`src/rtl/trdb_resync_handler.sv`:
```
// Trace resync handler: turns a resync-counter expiry into a format-3 sync request,
// waits for a qualified instruction, and pulses the counter clear once the sync is out.
module trdb_resync_handler #(
  parameter int unsigned WAIT_MAX = 16
) (
  input  logic clk,
  input  logic reset,
  input  logic trace_enabled_i,
  input  logic et_resync_max_i,
  input  logic gt_resync_max_i,
  input  logic qualified_i,
  input  logic sync_ack_i,
  input  logic sync_emitted_i,
  output logic sync_req_o,
  output logic resync_rst_o,
  output logic resync_pending_o,
  output logic late_o,
  output logic overflow_o
);

  localparam int unsigned CW = (WAIT_MAX < 1) ? 1 : $clog2(WAIT_MAX + 1);
  localparam logic [CW-1:0] WAIT_LIMIT = CW'(WAIT_MAX);

  localparam logic [1:0] IDLE    = 2'd0;
  localparam logic [1:0] PENDING = 2'd1;
  localparam logic [1:0] REQ     = 2'd2;
  localparam logic [1:0] RST     = 2'd3;

  logic [1:0]    state_q, state_d;
  logic [CW-1:0] wait_cnt_q, wait_cnt_d;
  logic          late_q, late_d;
  logic          overflow_q, overflow_d;

  always_comb begin
    // NOTE: every comb output gets a default first so no path leaves it unassigned (no latch).
    state_d    = state_q;
    wait_cnt_d = wait_cnt_q;

    if (!trace_enabled_i) begin
      state_d    = IDLE;
      wait_cnt_d = '0;
    end else begin
      case (state_q)
        IDLE: begin
          // An unrelated sync already re-anchors the trace, so it wins over a counter expiry.
          if (sync_emitted_i) begin
            state_d = RST;
          end else if (et_resync_max_i || gt_resync_max_i) begin
            state_d    = PENDING;
            wait_cnt_d = '0;
          end
        end
        PENDING: begin
          if (sync_emitted_i) begin
            state_d = RST;
          end else if (qualified_i) begin
            state_d = REQ;
          end else if (wait_cnt_q != WAIT_LIMIT) begin
            wait_cnt_d = wait_cnt_q + CW'(1);
          end
        end
        REQ: begin
          if (sync_ack_i || sync_emitted_i) begin
            state_d = RST;
          end
        end
        RST:     state_d = IDLE;
        default: state_d = IDLE;
      endcase
    end

    late_d     = late_q | (wait_cnt_d == WAIT_LIMIT);
    overflow_d = overflow_q | (trace_enabled_i & gt_resync_max_i);
  end

  // NOTE: sequential state uses non-blocking assignments so all flops update from pre-edge values.
  always_ff @(posedge clk or posedge reset) begin
    if (reset) begin
      state_q    <= IDLE;
      wait_cnt_q <= '0;
      late_q     <= 1'b0;
      overflow_q <= 1'b0;
    end else begin
      state_q    <= state_d;
      wait_cnt_q <= wait_cnt_d;
      late_q     <= late_d;
      overflow_q <= overflow_d;
    end
  end

  // Moore outputs decoded from the state register, so reset clears them without waiting for clk.
  assign sync_req_o       = (state_q == REQ);
  assign resync_rst_o     = (state_q == RST);
  assign resync_pending_o = (state_q == PENDING) || (state_q == REQ);
  assign late_o           = late_q;
  assign overflow_o       = overflow_q;

endmodule

```
`config.mk`:
```
export PLATFORM = sky130hd
export DESIGN_NAME = trdb_resync_handler
export DESIGN_NICKNAME = d
export VERILOG_FILES = /design/src/rtl/trdb_resync_handler.sv
export SDC_FILE = /design/constraint.sdc
export NUM_CORES = 1
export LEC_CHECK = 0
export CAP_MARGIN = 10
export CORE_MARGIN = 4
export CORE_UTILIZATION = 40
export CTS_BUF_LIST = sky130_fd_sc_hd__clkbuf_8
export CTS_CLUSTER_SIZE = 16
export DETAILED_ROUTE_END_ITERATION = 8
export GPL_TIMING_DRIVEN = 0
export PLACE_DENSITY = 0.74
export SYNTH_ARGS = -nofsm -noshare
export SYNTH_HDL_FRONTEND = slang
export SYNTH_SLANG_ARGS = --single-unit
```
`constraint.sdc`:
```
create_clock -name clk -period 1.65 [get_ports clk]
set_input_delay 0.4125 -clock clk [delete_from_list [all_inputs] [get_ports clk]]
set_output_delay 0.4125 -clock clk [all_outputs]
set_load 0.05 [all_outputs]
```
* Word level (Yosys, flattened, before mapping)
Cells that the tools add are included.
Word-level totals: register bits 9, bits of input ports 8, output and inout port bits 5, word-level logic and storage cells 35
Operators by class: $add $sub $neg 1, equality and inequality tests 8, multiplexer cells 14, bitwise logic cells 3, reduce and logical (&&, ||, !) cells 5
Operators with widths (number):
- 5-bit two-way mux | 6
- 2-bit two-way mux | 6
- 5-bit case mux with 2 select lines | 1
- 4-bit != test (second input constant) | 2
- 2-bit case mux with 4 select lines | 1
- 5-bit by 1-bit adder with 5-bit output (second input constant) | 1
- 5-bit == test (second input constant) | 1
- 5-bit != test (second input constant) | 1
- 2-bit == test (second input constant) | 2
- 1-bit logical OR | 3
- 3-bit by 2-bit != test with 1-bit output (second input constant) | 1
- 3-bit AND reduction | 1
- 2-bit by 1-bit == test with 1-bit output (second input constant) | 1
- 2-bit logical NOT | 1
- 1-bit bitwise OR | 2
- 1-bit AND | 1

* Longest topological paths before layout
Gate-level depths: netlist of the first run.
word-level depth 8, depth in mapped cells 8, gate-level depth less buffers 7

* Least setup slack after synthesis of the first run
OpenSTA, ideal clock, no wires.
path type flip-flop to flip-flop, start point reg state_q[0], end point reg late_q, in the netlist late_o, setup time 0.120 ns, arrival time 1.490 ns, required time 1.530 ns, path slack 0.040 ns, stages on the path, launching flop included 6, period minus slack after synthesis 1.610 ns, cells stage by stage dfrtp_1 > inv_1 > ha_1 > mux2_2 > o21a_1 > a41o_1
Between the ends: word-level cells in the longest chain between the ends 5, elaborated cells between the ends (all ways) 6, those cells by class 2 x eq/ne; 2 x mux; 1 x bitwise; 1 x reduce/logical
Ends and longest elaborated chain:
- from (decl) | line 29 | logic [1:0] state_q, state_d;
- from (signal assigned) | line 84 | state_q <= state_d;
- 2-bit by 1-bit == test with 1-bit output or 2-bit logical NOT (tied branches) | line 43 | case (state_q)
- 5-bit case mux with 2 select lines (*) | line 43
- 5-bit two-way mux (*) | line 39 | if (!trace_enabled_i) begin
- 5-bit == test (*) | line 72 | late_d = late_q | (wait_cnt_d == WAIT_LIMIT);
- 1-bit bitwise OR (*) | line 72
- named net late_d | line 31 | logic late_q, late_d;
- to (signal assigned) | line 86 | late_q <= late_d;
- to (decl) | line 31
Mark *: on every way through the listed nets, which the timed path passes. The rest lies on a longest branch. A chain may end at the register's enable or synchronous reset.

* Worst setup path in the final report of the first run
start point in et_resync_max_i, end point reg late_q, in the netlist late_o
Between the ends: word-level cells in the longest chain between the ends 7
Ends and longest elaborated chain:
- from (decl) | line 9 | input logic et_resync_max_i,
- 1-bit logical OR | line 48 | end else if (et_resync_max_i || gt_resync_max_i) begin
- 5-bit two-way mux | line 48
- 5-bit two-way mux | line 46 | if (sync_emitted_i) begin
- 5-bit case mux with 2 select lines | line 43
- 5-bit two-way mux | line 39
- 5-bit == test | line 72
- 1-bit bitwise OR | line 72
- named net late_d | line 31
The timed path passes the listed nets, and every way through them passes these cells.

==> results.txt, run 1 <==
Initial Utilization - 0.435
Die W - 49.2 um
worst-skew pair later-pin latency - 0.23 ns
Metal-1 WL - 753 um
final core utilization - 0.626
post-synthesis cell type count - 29
DRC - 0
Layout area overhead - 43.9%
post-route design area - 976 um^2
Final #Nets - 113
GRT Overall Usage - 0.149
vias in the first global route - 590
initial antenna violation count - 0
Avg Cell Area, Syn - 9.16 um^2
Core Box Area - 0.00156 mm^2
logic gate share of total power - 0.653
GRT Residual Overflow - 0
Slew Viols, Final - 0
placed cell areas - 818 um^2
Longest Clk Path Bufs - 2
worst-case hold slack - 0.440 ns
IO Port Bufs - 12
CTS H-tree lvls - 1
Synth async-reset ratio - 1.00
Internal - 0.880 mW
quantity of hold-fixing buffers added after cts - 0
Met2 Routed Length - 822 um
ANT cells - 0
GP Congestion - 0.863
I/O Pins - 13
flops & latches, synth - 9
Vias/cell - 5.42
sequential share of the synthesized area - 0.332
Startpoint Class - primary input
met3 wire length - 75 um
number of synthesized flops with an enable pin - 0
static leakage - 0.444 nW
drt first-iter violations - 7
Mapped Area - 678 um^2
peak supply drop - 0.808 mV
fin crit share - 1.01
Syn Inst Count - 74
syn_nets - 88
R2R depth - 7
PnR worst setup slack - -0.0160 ns
Power Dens Cells - 1560 mW/mm^2
sw frac - 0.421
Tmin final - 1.67 ns
DRT Pass-1 Iters - 4
DR vias - 618
Final ANT Viol Nets - 0
worst hold-check path type - in -> async
largest area contributor in the netlist - dfrtp_1
clk sinks - 9
TritonCTS buffer count - 3
skew final - 0.00271 ns
top post-synthesis cells by area - dfrtp_1, ha_1, mux2i_1
CTS tree - yes
count of final setup violators - 1
largest net degree at the start of global routing - 11
RSZ-0062 raised after global routing - true
Synth Warn # - 0
Max Cap Viol - 0
Worst EP arrival - 1.78 ns
crit-path max FO - 3
Die H - 49.2 um
CTS root buf - clkbuf_8
reg2reg start - state_q[1]$_DFFE_PP0P_
r2r setup slk - 0 ns
Worst Tran Pin Value - 0.494 ns
WL per Instance - 14.8 um
Clk pwr share - 0.161
Seq pwr share - 0.186
Final Hold Viols - 0
status - complete, but fails checks
FP Rows - 14
max frequency - 600 MHz
full die area - 0.00242 mm^2
wirelength, routed - 1.68 mm
Critical R2R Capture - late_o$_DFF_PP0_
crit end category - register
Net Switching - 0.641 mW
post-synth top area share - 0.332
failing checks - setup timing
Slew HR - 0.672
global-route wire length before repair - 2.73 mm
ys flop type - dfrtp_1
layout cells sized above 1 - 0.296
WP data required - 1.77 ns
Pwr Total - 1.52 mW
Clk pin slew, worst setup/hold paths - 0.04 ns
post-detail-place hpwl - 1.10 mm
critical path class - in -> reg
top sig layer - met4
layout make-up:
type / instances / area [um^2]
plain buffers: 1 / 3.75
repair buffers: 21 / 179
flip-flops and latches: 9 / 225
clock inverters: 1 / 3.75
well taps: 16 / 20.0
clock buffers: 3 / 41.3
inverters: 8 / 30.0
fillers: 135 / 583
multi-input cells: 55 / 473
timing repair:
| action | in CTS | in global routing |
|---|---|---|
| endpoints found under the setup margin | 8 | 7 |
| buffers inserted | 7 | 2 |
| pin swaps | 5 | 5 |
| gates resized for setup | 33 | 8 |
critical path, stage by stage:
cell and delay (ns):
clkdlybuf4s50_1 0.48, nor3b_4 0.31, o31ai_1 0.11, o21ai_1 0.14
nor2_1 0.08, a41o_1 0.23
registers in the layout, summed over array words and instances (netlist names):
name        flops
state_q         2
wait_cnt_q      5
overflow_o      1
late_o          1
kinds of logic after synthesis:
group | share of synthesized area
AND/OR/NAND/NOR | 0.218
adder cells (fa/ha/maj) | 0.111
multiplexers | 0.0941
AO/OA/AOI/OAI | 0.188
flip-flops | 0.332
buffers and inverters | 0.0572
cell usage in the layout (no fill, tap or decap), types with 2 or more instances in the layout:
| cell type | n |
|---|---|
| dfrtp_1 | 9 |
| nand2_1 | 8 |
| buf_4 | 8 |
| nor2_1 | 7 |
| inv_1 | 6 |
| dlygate4sd2_1 | 5 |
| ha_1 | 4 |
| clkdlybuf4s50_1 | 4 |
| inv_2 | 3 |
| mux2i_1 | 3 |
| nand4_1 | 3 |
| clkbuf_8 | 3 |
| o21ai_0 | 2 |
| nor2_2 | 2 |
| and2_1 | 2 |
| nand3b_1 | 2 |
| a21boi_0 | 2 |
| ha_4 | 2 |
| buf_6 | 2 |
worst max path at each step:
stage                        to  cells past startpoint              startpoint
6_report       late_o$_DFF_PP0_                      6         et_resync_max_i
5_1_grt        late_o$_DFF_PP0_                      7  state_q[1]$_DFFE_PP0P_
4_1_cts            resync_rst_o                      3  state_q[0]$_DFFE_PP0P_
3_5_place_dp   late_o$_DFF_PP0_                      6             qualified_i
3_3_place_gp   resync_pending_o                      3  state_q[0]$_DFFE_PP0P_
2_1_floorplan  late_o$_DFF_PP0_                      5  state_q[0]$_DFFE_PP0P_
cells in the mapped netlist (2+ instances only):
cell type and number:
a21boi_0 2, and2_1 2, dfrtp_1 9, ha_1 6
inv_1 8, mux2_2 2, mux2i_1 3, nand2_1 8
nand3b_1 2, nand4_1 3, nor2_1 7, nor2_2 2
o21ai_0 4
power groups by stage:
stage               sequential, mW  clock (mW)  combinational [mW]
global placement             0.287           0               0.659
CTS                          0.280       0.252               0.916
finish                       0.283       0.244               0.994
global route                 0.286       0.269                1.08
floorplan                    0.279           0               0.515
detailed placement           0.287           0               0.664
metrics by stage:
step / setup WS [ns] / TNS [ns] / instances
after floorplan: 0.0395 / 0 / 74
after global placement: -0.316 / -1.75 / 102
after detailed placement: -0.364 / -2.04 / 102
after CTS: -0.0623 / -0.107 / 113
after global routing: -0.100 / -0.103 / 114
final: -0.0160 / -0.0160 / 114
per-layer routing:
metal | global-route usage | vias up
li1 | - | 311
met2 | 0.239 | 13
met5 | 0 | -
met3 | 0.0306 | 6
met1 | 0.174 | 288
met4 | 0.109 | 0
No activity file was read; power rests on OpenSTA's default activity.
==> inputs of run 2 (changes only) <==
CORE_UTILIZATION = 35   (was 40)
PLACE_DENSITY = 0.67   (was 0.74)
clock period = 1.5 ns   (was 1.65 ns; I/O delays follow)
==> run 2 against run 1 <==
Clock power is 10% higher. Sequential share of layout area is 4.0 points lower. Cell count is 16% higher. The run still ends with setup timing left. First-iteration DRC count is 71% higher. Highest routed layer unchanged. Clock skew hardly changed. Routed wire length is 21% higher. Hold slack worse by 0.038 ns.
==> results.txt, run 2 (synthesis results as in run 1) <==
largest registers - wait_cnt_q x5, state_q x2
Longest Clk Path Bufs - 2 (unchanged)
Final #Nets - 122 (+8.0%)
I/O Pins - 13 (unchanged)
count of final setup violators - 8 (+7)
Die W - 52.0 um (+5.8%)
drt first-iter violations - 12 (+5)
largest net degree at the start of global routing - 11 (unchanged)
fillers - 150 (+11%)
Slew Viols, Final - 0 (unchanged)
Slew HR - 0.674 (+0.00232)
Power Dens Cells - 1710 mW/mm^2 (+9.6%)
Max Cap Viol - 0 (unchanged)
GRT Residual Overflow - 0 (unchanged)
clk sinks - 9 (unchanged)
vias in the first global route - 678 (+15%)
Tmin final - 1.73 ns
DR vias - 693 (+12%)
Startpoint Class - register
crit-path max FO - 4 (+1)
initial antenna violation count - 0 (unchanged)
Clk pin slew, worst setup/hold paths - 0.04 ns (about the same)
peak supply drop - 1.42 mV (+76%)
worst-skew pair later-pin latency - 0.23 ns (about the same)
Initial Utilization - 0.380 (-0.0546)
wirelength, routed - 2.04 mm (+21%)
reg2reg start - wait_cnt_q[0]$_DFF_PP0_
Die H - 52.0 um (+5.8%)
max reg flops - 5 (unchanged)
worst-case hold slack - 0.402 ns (-0.0378 ns)
WL per Instance - 15.5 um (+4.8%)
Final ANT Viol Nets - 0 (unchanged)
Layout area overhead - 74.4%
critical path class - reg -> reg
fin crit share - 1.15
status - complete, but fails checks
Core Box Area - 0.00178 mm^2 (+14%)
max frequency - 578 MHz
final core utilization - 0.663 (+0.0372)
global-route wire length before repair - 3.07 mm (+13%)
skew final - 0.00268 ns (-0.0000282 ns)
CTS root buf - clkbuf_8
WP data required - 1.67 ns (-0.10 ns)
Worst EP arrival - 1.90 ns (+0.12 ns)
DRC - 0 (unchanged)
PnR worst setup slack - -0.230 ns (-0.214 ns)
layout cells sized above 1 - 0.439 (+0.143)
GP Congestion - 0.833 (-3.5%)
Worst Setup SP - wait_cnt_q[0]$_DFF_PP0_
Vias/cell - 5.25 (-3.2%)
Final Hold Viols - 0 (unchanged)
quantity of hold-fixing buffers added after cts - 0 (unchanged)
full die area - 0.00271 mm^2 (+12%)
most common cell after layout, fill and taps aside - buf_4
CTS tree - yes
ANT cells - 0 (unchanged)
IO Port Bufs - 12 (unchanged)
TritonCTS buffer count - 3 (unchanged)
Register Area - 225 um^2 (unchanged)
largest reg by FF count - wait_cnt_q
R2R depth - 6 (-1)
static leakage - 0.515 nW (+16%)
post-detail-place hpwl - 1.19 mm (+9.0%)
CTS H-tree lvls - 1 (unchanged)
GRT Overall Usage - 0.158 (+0.00851)
most frequent cells in the layout - buf_4, dfrtp_1, nand2_1
worst hold-check path type - in -> async
failing checks - setup timing
FP Rows - 15 (+1)
crit end category - register
Worst Tran Pin Value - 0.490 ns (-0.00353 ns)
RSZ-0062 raised after global routing - true
multi-input logic area - 553 um^2 (+17%)
DRT Pass-1 Iters - 4 (unchanged)
==> run 2: final timing paths <==
check,endpoint,slack [ns]
setup reg to reg,late_o$_DFF_PP0_,-0.23
min in group clk,overflow_o$_DFF_PP0_,0.46
hold / removal,state_q[1]$_DFFE_PP0P_,0.40
max in group asynchronous,wait_cnt_q[4]$_DFF_PP0_,0.85
hold reg to reg,overflow_o$_DFF_PP0_,0.46
setup / recovery,late_o$_DFF_PP0_,-0.23
==> run 2: area by class of cell <==
type,count,share of cell area
inverters,8,0.0296
flip-flops and latches,9,0.190
clock buffers,3,0.0349
repair buffers,30,0.243
plain buffers,1,0.00423
well taps,25,0.0265
multi-input cells,55,0.468
clock inverters,1,0.00317
==> run 2: power breakdown <==
part / total [mW] / switching (mW) / internal [mW] / leakage, nW
Sequential: 0.316 / 0.0409 / 0.275 / 0.118
Combinational: 1.43 / 0.697 / 0.738 / 0.370
Clock: 0.269 / 0.0916 / 0.178 / 0.0269
Total: 2.02 / 0.829 / 1.19 / 0.515
==> run 2: critical path: stages, from the launching register on <==
cell	delay [ns]
dfrtp_1	0.44
ha_1	0.23
nand3b_1	0.14
a2111oi_4	0.39
mux2i_1	0.16
nor2_1	0.12
a41o_1	0.18
==> run 2: repair_timing <==
item | CTS | global route
hold endpoints to repair | 0 | 0
buffers inserted | 10 | 8
resized for setup | 34 | 29
endpoints found under the setup margin | 13 | 11
pin swaps | 5 | 9
==> run 2: per-stage QoR <==
| stage | setup TNS, ns | std cells | setup WS, ns | cell area (um^2) | power (mW) |
|---|---|---|---|---|---|
| 6_report | -0.637 | 132 | -0.230 | 1180 | 2.02 |
| 5_1_grt | -1.06 | 132 | -0.300 | 1180 | 2.15 |
| 4_1_cts | -0.399 | 125 | -0.169 | 1040 | 1.79 |
| 3_5_place_dp | -3.43 | 111 | -0.474 | 851 | 1.13 |
| 3_3_place_gp | -3.19 | 111 | -0.454 | 851 | 1.11 |
| 2_1_floorplan | -0.0405 | 74 | -0.0405 | 699 | 0.983 |
==> run 2: per-layer routing <==
layer	vias up	wire length, um	global-route usage
li1	328	-	-
met1	330	767	0.183
met2	31	1120	0.249
met3	4	119	0.0315
met4	0	38	0.127
met5	-	0	0
